--- src/rtl/layer_scheduler_if.sv ---
// Image stream between the upstream source, the scheduler and the layers block.
// master: the scheduler side; slave: the environment driving src and consuming image.
interface layer_scheduler_if #(
    parameter int unsigned DWIDTH = 64
);
    logic [DWIDTH-1:0] src_data;
    logic              src_val;
    logic              src_rdy;
    logic [DWIDTH-1:0] image_bus;
    logic              image_last;
    logic              image_val;
    logic              image_rdy;

    modport master (
        input  src_data, src_val, image_rdy,
        output src_rdy, image_bus, image_last, image_val
    );

    modport slave (
        output src_data, src_val, image_rdy,
        input  src_rdy, image_bus, image_last, image_val
    );
endinterface

--- src/rtl/layer_scheduler.sv ---
// Sequences one convolution pass: gates the image stream, drives kernel addresses, counts results.
// Optional feature: define LAYER_SCHED_STALL_CNT_EN to add the stall_cnt output.
module layer_scheduler #(
    parameter int unsigned            CFG_DWIDTH  = 32,
    parameter int unsigned            CFG_AWIDTH  = 5,
    parameter logic [CFG_AWIDTH-1:0]  CFG_ADDR    = CFG_AWIDTH'(6),
    parameter int unsigned            GROUP_NB    = 4,
    parameter int unsigned            IMG_WIDTH   = 16,
    parameter int unsigned            KADDR_WIDTH = 8
) (
    input  logic                   clk,
    input  logic                   rst,
    input  logic [CFG_DWIDTH-1:0]  cfg_data,
    input  logic [CFG_AWIDTH-1:0]  cfg_addr,
    input  logic                   cfg_valid,
    input  logic                   start,
    output logic                   busy,
    output logic                   done,
    layer_scheduler_if.master      img,
    output logic [KADDR_WIDTH-1:0] ker_addr,
    input  logic                   result_val,
    input  logic                   result_rdy
`ifdef LAYER_SCHED_STALL_CNT_EN
    ,
    output logic [31:0]            stall_cnt
`endif
);

    localparam int unsigned BUS_W  = GROUP_NB * IMG_WIDTH;
    localparam int unsigned BEAT_W = 8;
    localparam int unsigned ACC_W  = 8;
    localparam int unsigned OUT_W  = 16;
    localparam int unsigned RES_W  = 16;

    typedef enum logic [3:0] {
        S_IDLE  = 4'b0001,
        S_RUN   = 4'b0010,
        S_DRAIN = 4'b0100,
        S_DONE  = 4'b1000
    } state_t;

    state_t            state;
    logic [31:0]       setup;
    logic [BEAT_W-1:0] sh_beats;
    logic [ACC_W-1:0]  sh_pool_nb;
    logic [OUT_W-1:0]  sh_out_nb;
    logic [BEAT_W-1:0] beat_cnt;
    logic [ACC_W-1:0]  acc_cnt;
    logic [OUT_W-1:0]  out_cnt;
    logic [RES_W-1:0]  res_cnt;

    logic [BEAT_W-1:0] beats_eff;
    logic              run_act;
    logic              last_beat;
    logic              last_acc;
    logic              last_out;
    logic              beat_hs;
    logic              res_hs;
    logic [RES_W:0]    res_total;
    logic              res_all;

    // A pass with out_nb == 0 spends its single RUN cycle with the stream gated off.
    assign beats_eff = (sh_beats == '0) ? BEAT_W'(1) : sh_beats;
    assign run_act   = (state == S_RUN) && (sh_out_nb != '0);
    assign last_beat = (beat_cnt == beats_eff - BEAT_W'(1));
    assign last_acc  = (acc_cnt == sh_pool_nb);
    assign last_out  = (out_cnt == sh_out_nb - OUT_W'(1));
    assign beat_hs   = run_act && img.src_val && img.image_rdy;
    assign res_hs    = ((state == S_RUN) || (state == S_DRAIN)) && result_val && result_rdy;
    assign res_total = {1'b0, res_cnt} + (RES_W + 1)'(res_hs);
    assign res_all   = (res_total >= {1'b0, sh_out_nb});

    assign img.image_bus  = BUS_W'(img.src_data);
    assign img.image_val  = run_act && img.src_val;
    assign img.src_rdy    = run_act && img.image_rdy;
    assign img.image_last = run_act && last_beat;
    assign ker_addr       = run_act ? KADDR_WIDTH'(beat_cnt) : '0;
    assign busy           = (state == S_RUN) || (state == S_DRAIN);
    assign done           = (state == S_DONE);

    always_ff @(posedge clk) begin
        if (rst) begin
            state      <= S_IDLE;
            setup      <= '0;
            sh_beats   <= '0;
            sh_pool_nb <= '0;
            sh_out_nb  <= '0;
            beat_cnt   <= '0;
            acc_cnt    <= '0;
            out_cnt    <= '0;
            res_cnt    <= '0;
`ifdef LAYER_SCHED_STALL_CNT_EN
            stall_cnt  <= '0;
`endif
        end else begin
            if (cfg_valid && (cfg_addr == CFG_ADDR)) begin
                setup <= 32'(cfg_data);
            end

            if (res_hs) begin
                res_cnt <= res_cnt + RES_W'(1);
            end

            // beat -> accumulation -> pooled output cascade
            if (beat_hs) begin
                if (last_beat) begin
                    beat_cnt <= '0;
                    if (last_acc) begin
                        acc_cnt <= '0;
                        out_cnt <= out_cnt + OUT_W'(1);
                    end else begin
                        acc_cnt <= acc_cnt + ACC_W'(1);
                    end
                end else begin
                    beat_cnt <= beat_cnt + BEAT_W'(1);
                end
            end

`ifdef LAYER_SCHED_STALL_CNT_EN
            if (run_act && img.src_val && !img.image_rdy && (stall_cnt != '1)) begin
                stall_cnt <= stall_cnt + 32'd1;
            end
`endif

            case (state)
                S_IDLE: begin
                    if (start) begin
                        sh_beats   <= setup[7:0];
                        sh_pool_nb <= setup[15:8];
                        sh_out_nb  <= setup[31:16];
                        beat_cnt   <= '0;
                        acc_cnt    <= '0;
                        out_cnt    <= '0;
                        res_cnt    <= '0;
`ifdef LAYER_SCHED_STALL_CNT_EN
                        stall_cnt  <= '0;
`endif
                        state      <= S_RUN;
                    end
                end
                S_RUN: begin
                    if (sh_out_nb == '0) begin
                        state <= S_DONE;
                    end else if (beat_hs && last_beat && last_acc && last_out) begin
                        state <= S_DRAIN;
                    end
                end
                S_DRAIN: begin
                    if (res_all) begin
                        state <= S_DONE;
                    end
                end
                S_DONE:  state <= S_IDLE;
                default: state <= S_IDLE;
            endcase
        end
    end

endmodule

--- src/flat_wrapper.sv ---
// flat-port wrapper written by rule: the top's interface ports become plain ports
module layer_scheduler_flat 
#(
    parameter int unsigned            CFG_DWIDTH  = 32,
    parameter int unsigned            CFG_AWIDTH  = 5,
    parameter logic [CFG_AWIDTH-1:0]  CFG_ADDR    = CFG_AWIDTH'(6),
    parameter int unsigned            GROUP_NB    = 4,
    parameter int unsigned            IMG_WIDTH   = 16,
    parameter int unsigned            KADDR_WIDTH = 8
)
  (clk, rst, cfg_data, cfg_addr, cfg_valid, start, busy, done, ker_addr, result_val, result_rdy, img_src_data, img_src_val, img_image_rdy, img_src_rdy, img_image_bus, img_image_last, img_image_val);
  layer_scheduler_if #(.DWIDTH((64))) img_i ();
  input  logic clk;
  input  logic rst;
  input  logic [CFG_DWIDTH-1:0] cfg_data;
  input  logic [CFG_AWIDTH-1:0] cfg_addr;
  input  logic cfg_valid;
  input  logic start;
  output logic busy;
  output logic done;
  output logic [KADDR_WIDTH-1:0] ker_addr;
  input  logic result_val;
  input  logic result_rdy;
  input wire logic [$bits(img_i.src_data)-1:0] img_src_data;
  input wire logic [$bits(img_i.src_val)-1:0] img_src_val;
  input wire logic [$bits(img_i.image_rdy)-1:0] img_image_rdy;
  output wire logic [$bits(img_i.src_rdy)-1:0] img_src_rdy;
  output wire logic [$bits(img_i.image_bus)-1:0] img_image_bus;
  output wire logic [$bits(img_i.image_last)-1:0] img_image_last;
  output wire logic [$bits(img_i.image_val)-1:0] img_image_val;
  assign img_i.src_data = img_src_data;
  assign img_i.src_val = img_src_val;
  assign img_i.image_rdy = img_image_rdy;
  assign img_src_rdy = img_i.src_rdy;
  assign img_image_bus = img_i.image_bus;
  assign img_image_last = img_i.image_last;
  assign img_image_val = img_i.image_val;
  layer_scheduler #(.CFG_DWIDTH(CFG_DWIDTH), .CFG_AWIDTH(CFG_AWIDTH), .CFG_ADDR(CFG_ADDR), .GROUP_NB(GROUP_NB), .IMG_WIDTH(IMG_WIDTH), .KADDR_WIDTH(KADDR_WIDTH)) u_core (.clk(clk), .rst(rst), .cfg_data(cfg_data), .cfg_addr(cfg_addr), .cfg_valid(cfg_valid), .start(start), .busy(busy), .done(done), .img(img_i), .ker_addr(ker_addr), .result_val(result_val), .result_rdy(result_rdy));
endmodule
--- config.mk ---
export PLATFORM = sky130hd
export DESIGN_NAME = layer_scheduler_flat
export DESIGN_NICKNAME = d
export VERILOG_FILES = /design/src/rtl/layer_scheduler_if.sv /design/src/rtl/layer_scheduler.sv /design/src/flat_wrapper.sv
export SDC_FILE = /design/constraint.sdc
export NUM_CORES = 1
export LEC_CHECK = 0
export CORE_MARGIN = 2
export CORE_UTILIZATION = 53
export DETAILED_ROUTE_END_ITERATION = 12
export PLACE_DENSITY = 0.87
export SYNTH_ARGS = -nofsm -noshare
export SYNTH_HDL_FRONTEND = slang
export SYNTH_SLANG_ARGS = --single-unit
--- constraint.sdc ---
create_clock -name clk -period 11.1 [get_ports clk]
set_input_delay 1.665 -clock clk [delete_from_list [all_inputs] [get_ports clk]]
set_output_delay 1.665 -clock clk [all_outputs]
set_load 0.02 [all_outputs]
==> impl_metrics.tcl, run 1 <==
set metrics [dict create \
    setup_ws_ps 5820 \
    dpl.hpwl_mm 10.4 \
    grt_max_degree 70 \
    die_w_um 117 \
    ys_types 64 \
    final_nets 989 \
    first_pass_iters 6 \
    num_antenna_cells 0 \
    ios 186 \
    mostFrequentLayoutCells "nand2_1, dfxtp_1, a21oi_1" \
    die_h_um 117 \
    power_frac_seq_pct 41.0 \
    fin_crit_sh_pct 47.6 \
    coreArea_mm2 0.0126 \
    hold_viol 0 \
    synth_nets 1022 \
    finalSetupViolCount 0 \
    holdPathStages 2 \
    routed_wl_mm 15.2 \
    pwr-share-clk_pct 54.4 \
    grt_overflow 0 \
    area_growth_pct 10.8 \
    grt_pass1_wl_mm 26.0 \
    hold_start "u_core.setup[24]$_SDFFE_PP0P_" \
    cts_resized 0 \
    crit_arrival_ps 3620 \
    avgViaCountPerCell 5.70 \
    yosysSeqAreaShare_pct 34.0 \
    r2r-start "u_core.state[0]$_SDFFE_PP1P_" \
    vias 5930 \
    power_density_mw_per_mm2 136 \
    std_cell_rows 41 \
    ir_drop_mv 0.117 \
    switching_share_pct 22.3 \
    r2r_end "u_core.state[1]$_SDFFE_PP0P_" \
    path_clk_slew_ps 50 \
    start_util_pct 54.3 \
    drcViolationCount 0 \
    rsz0062_at_grt "no" \
    whs_endpoint "u_core.sh_out_nb[8]$_SDFFE_PP0P_" \
    path_max_fanout 13 \
    rrSetupSlack_ps 6850 \
    drive_gt1_share_pct 5.65 \
    ys_warn_count 0 \
    clockBufferDepth 2 \
    fillCellCount 1084 \
    synth_top_flop_cell "dfxtp_1" \
    comb_power_share_pct 4.6 \
    cts_setup_buffers 0 \
    avgSynthCellArea_um2 7.67 \
    die_area_mm2 0.0138 \
    synth_edf_count 0 \
    tns_ps 0 \
    fin_crit_ps 5280 \
    grt_pass1_vias 5558 \
    synth_cells 889 \
    fin_worst_skew_ps 12.5 \
    cts_made_buffers 17 \
    cp-start-kind "flip-flop" \
    placed_cell_area_mm2 0.00696 \
    antenna_found_initial 0 \
    max-cap-violations 0 \
    crit_type "reg2out" \
    status "complete, no violations" \
    io_buffers 57 \
    htreeDepth 4 \
    power.net_switching_uw 228 \
    max_freq_ghz 0.189 \
    gp_congestion 0.933 \
    avgRoutedWirePerCell_um 14.6 \
    layout_commonest_cell "nand2_1" \
    min_path_type "reg2reg" \
    p_leak_nw 2.73 \
    antenna_left 0 \
    grt_usage_pct 22.6 \
    cp.required_ps 9440 \
    cts_tree "built" \
    pre_cts_ws_ps 5450 \
    drt-initial-drc-count 594 \
    max-slew-margin-rel_pct 19.9 \
    rr_worst_depth 17 \
    maxSlewViolCount 0 \
    p_int_uw 796 \
    async_flop_share_pct 0 \
    insertion_delay_ps 430 \
    synth-seq-cells 116 \
    cts_root_buffer "clkbuf_16" \
    cts-hold-fix-buffers 0 \
    cts.sink_count 116 \
    total_power_mw 1.02 \
    crit_path_end_kind "output port" \
    netlist_area_mm2 0.00682 \
    tightest_slew_ps 1200 \
    holdWs_ps 448 \
    final_area_mm2 0.00756 \
]
cells by family after synthesis:
logic type / synth area share, %
adder cells (fa/ha/maj): 4.40
XOR/XNOR: 9.24
AND/OR/NAND/NOR: 26.8
flip-flops: 34.0
multiplexers: 0.752
buffers and inverters: 11.5
AO/OA/AOI/OAI: 13.3
layer usage:
layer  global-route usage [%]  vias to the layer above  routed length [um]
met5                        0                        -                   0
met4                     10.3                        0                 404
met3                     5.23                       35                 900
met2                     36.5                      197                7220
met1                     28.8                     2780                6680
li1                         -                     2918                   -
worst max-delay path, cell delays in order, from the launching register on:
cell,delay (ps)
dfxtp_1,350
nor4_1,540
a21oi_1,140
ha_1,290
xor2_1,200
o31a_1,300
a311o_1,460
nor3_1,260
clkdlybuf4s50_1,650
worst max path at each step:
stage	start	to	slack [ps]	cells past startpoint
final	u_core.sh_beats[2]$_SDFFE_PP0P_	img_image_last	5820	8
after floorplan	result_rdy	u_core.state[3]$_SDFFE_PP0P_	6350	16
after CTS	u_core.sh_beats[2]$_SDFFE_PP0P_	img_image_last	5800	8
after detailed placement	result_rdy	u_core.state[3]$_SDFFE_PP0P_	5450	17
after global placement	result_rdy	u_core.state[3]$_SDFFE_PP0P_	5590	17
after global routing	result_rdy	u_core.state[1]$_SDFFE_PP0P_	5380	18
cells in the mapped netlist (5+ instances only):
master,count,share of area [%]
nand4_1,19,1.7
xor2_1,32,4.1
a21oi_1,83,6.1
and4_1,5,0.64
buf_4,64,7.0
nor4_1,9,0.83
nand2_1,172,9.5
nor2_1,57,3.1
clkbuf_1,47,2.6
dfxtp_1,116,34
inv_1,29,1.6
o21ai_0,17,1.2
o211ai_1,8,0.88
or4_1,12,1.3
xnor2_1,40,5.1
nor2b_1,7,0.64
and3_1,15,1.4
ha_1,24,4.4
nand3_1,24,1.8
nor3_1,25,1.8
or3_1,9,0.83
o31ai_1,6,0.66
registers in the layout, summed over array words and instances, names as in the netlist:
register	count
u_core.setup	32
u_core.out_cnt	16
u_core.res_cnt	16
u_core.sh_out_nb	16
u_core.acc_cnt	8
u_core.beat_cnt	8
u_core.sh_beats	8
u_core.sh_pool_nb	8
u_core.state	4
power groups by stage:
stage,Clock [mW],Sequential (mW),Combinational (mW)
final,0.557,0.420,0.0469
after detailed placement,0,0.429,0.0467
after global placement,0,0.429,0.0463
after CTS,0.561,0.420,0.0470
after floorplan,0,0.428,0.0581
after global routing,0.581,0.420,0.0517
through the flow:
stage	std cells	util (%)
after CTS	1040	60.1
after detailed placement	1009	55.4
after global placement	1009	55.4
final	1040	60.1
after floorplan	889	-
after global routing	1040	60.1
area by class of cell:
cell class                      instances  area [um^2]  area share [%]
Clock buffer                           19          443            5.86
Multi-Input combinational cell        631         3720            49.2
Clock inverter                         12          154            2.04
Sequential cell                       116         2320            30.7
Tap cell                              172          215            2.85
Inverter                               29          109            1.44
Timing Repair Buffer                   61          596            7.88
Power figures use the tool's default switching activity.
==> run 2, diff against run 1 <==
--- a/config.mk
+++ b/config.mk
@@ -6,9 +6,9 @@
 export NUM_CORES = 1
 export LEC_CHECK = 0
 export CORE_MARGIN = 2
-export CORE_UTILIZATION = 53
+export CORE_UTILIZATION = 44
 export DETAILED_ROUTE_END_ITERATION = 12
-export PLACE_DENSITY = 0.87
+export PLACE_DENSITY = 0.77
 export SYNTH_ARGS = -nofsm -noshare
 export SYNTH_HDL_FRONTEND = slang
 export SYNTH_SLANG_ARGS = --single-unit
==> constraint.sdc (replaced) <==
create_clock -name clk -period 4.85 [get_ports clk]
set_input_delay 0.7275 -clock clk [delete_from_list [all_inputs] [get_ports clk]]
set_output_delay 0.7275 -clock clk [all_outputs]
set_load 0.02 [all_outputs]
==> run 2 against run 1 <==
Highest routed layer unchanged. Clock skew fell by 3.2 ps. Critical endpoint unchanged. First-iteration DRC count is 18% lower. Largest cell class unchanged. Register-to-register slack lost 5900 ps.
==> impl_metrics.tcl, run 2 (synthesized netlist as in run 1, its figures left out) <==
set metrics [dict create \
    vias 5818 \
    insertion_delay_ps 420 \
    top_register "u_core.setup" \
    coreArea_mm2 0.0152 \
    r2r-start "u_core.state[3]$_SDFFE_PP0P_" \
    grt_overflow 0 \
    start_util_pct 44.9 \
    switching_share_pct 21.8 \
    grt_pass1_wl_mm 24.7 \
    power_density_mw_per_mm2 315 \
    std_cell_rows 45 \
    crit_path_end_kind "output port" \
    cts_resized 0 \
    fin_crit_ps 4310 \
    max-cap-violations 0 \
    ios 186 \
    cp-start-kind "flip-flop" \
    slowest_stage "clkdlybuf4s50_1" \
    tns_ps 0 \
    pwr-share-clk_pct 55.5 \
    mostFrequentLayoutCells "nand2_1, dfxtp_1, a21oi_1" \
    grt_usage_pct 18.3 \
    hold_start "u_core.setup[17]$_SDFFE_PP0P_" \
    fin_crit_sh_pct 88.8 \
    gp_congestion 0.966 \
    cts_tree "built" \
    path_clk_slew_ps 60 \
    comb_power_share_pct 4.5 \
    met1_usage_pct 25.3 \
    io_buffers 57 \
    rrSetupSlack_ps 900 \
    antenna_found_initial 0 \
    num_antenna_cells 0 \
    die_w_um 129 \
    max-slew-margin-rel_pct 30.2 \
    holdPathStages 2 \
    die_h_um 129 \
    layout.cells.non_filler 1059 \
    dpl.hpwl_mm 10.7 \
    whs_endpoint "u_core.sh_out_nb[1]$_SDFFE_PP0P_" \
    top_usage_layer "met2" \
    final_area_mm2 0.00764 \
    cts.sink_count 116 \
    htreeDepth 4 \
    placed_cell_area_mm2 0.00700 \
    cts_setup_buffers 0 \
    avgRoutedWirePerCell_um 14.2 \
    cts_made_buffers 17 \
    r2r_end "u_core.state[3]$_SDFFE_PP0P_" \
    critPathTopFamily "compound AO/OA/AOI/OAI gates" \
    cts_root_buffer "clkbuf_16" \
    path_cells "nor4_1, a21oi_1, ha_1, xor2_1, o31a_1, a311o_1, nor3_1, clkdlybuf4s50_1" \
    path_max_fanout 13 \
    fillCellCount 1465 \
    status "complete, no violations" \
    drcViolationCount 0 \
    cp.required_ps 4120 \
    antenna_left 0 \
    crit_arrival_ps 3580 \
    path_buf_inv 1 \
    power.net_switching_uw 524 \
    ir_drop_mv 0.249 \
    fin_worst_skew_ps 9.29 \
    grtUsageMet3_pct 3.83 \
    first_pass_iters 5 \
    rsz0062_at_grt "no" \
    routed_wl_mm 15.0 \
    grt_pass1_vias 5090 \
    avgViaCountPerCell 5.49 \
    slowest_delay_ps 650 \
    placedCellCount 1028 \
    met2_usage_pct 27.9 \
    crit_type "reg2out" \
    cts-hold-fix-buffers 0 \
    p_leak_nw 2.76 \
    largest_reg_flops 32 \
    layout_commonest_cell "nand2_1" \
    finalSetupViolCount 0 \
    final_nets 992 \
    drt-initial-drc-count 485 \
    tightest_slew_ps 1050 \
    min_path_type "reg2reg" \
    maxSlewViolCount 0 \
    rr_worst_depth 17 \
    area_growth_pct 12.0 \
    die_area_mm2 0.0165 \
    clockBufferDepth 2 \
    grt_max_degree 64 \
    power_frac_seq_pct 40.0 \
    drive_gt1_share_pct 6.08 \
    max_freq_ghz 0.232 \
    hold_viol 0 \
    p_int_mw 1.88 \
]
-- run 2: tightest hold or removal path, delay by kind of cell (launching register included) --
family | cells | cell delay (ps)
AND/OR/NAND/NOR | 1 | 50
flip-flops | 1 | 310
AO/OA/AOI/OAI | 1 | 50
-- run 2: worst max-delay path by stage --
stage | startpoint | end | depth (start not counted)
finish | u_core.sh_beats[2]$_SDFFE_PP0P_ | img_image_last | 8
global route | u_core.sh_beats[2]$_SDFFE_PP0P_ | img_image_last | 10
CTS | u_core.sh_beats[2]$_SDFFE_PP0P_ | img_image_last | 8
detailed placement | result_rdy | u_core.state[3]$_SDFFE_PP0P_ | 18
global placement | result_rdy | u_core.state[3]$_SDFFE_PP0P_ | 18
floorplan | result_rdy | u_core.state[3]$_SDFFE_PP0P_ | 16
-- run 2: power groups by stage --
stage               Combinational [mW]  Sequential, mW  Clock [mW]
floorplan                        0.133           0.980           0
global placement                 0.108           0.981           0
detailed placement               0.110           0.981           0
CTS                              0.110           0.961        1.36
global route                     0.120           0.961        1.40
finish                           0.109           0.961        1.34
-- run 2: layout make-up --
class | count | area [um^2] | area share [%]
multi-input combinational | 631 | 3720 | 48.7
clock inverter | 13 | 196 | 2.57
timing repair buffer | 64 | 618 | 8.09
tap | 188 | 235 | 3.08
clock buffer | 18 | 439 | 5.75
sequential | 116 | 2320 | 30.4
inverter | 29 | 109 | 1.42
-- run 2: stage by stage --
step           worst slack, ps  utilization, %  hold slack (ps)  power (mW)
6_report                   542            50.3              446        2.41
5_1_grt                    202            50.3              457        2.48
3_3_place_gp               608            46.1              438        1.09
2_1_floorplan             1030               -              432        1.11
3_5_place_dp               431            46.1              442        1.09
4_1_cts                    531            50.3              447        2.43
-- run 2: metal layers --
metal | vias up | share of wire, %
li1 | 2933 | -
met1 | 2683 | 48
met3 | 22 | 5.1
met4 | 0 | 1.9
met5 | - | 0
met2 | 180 | 45
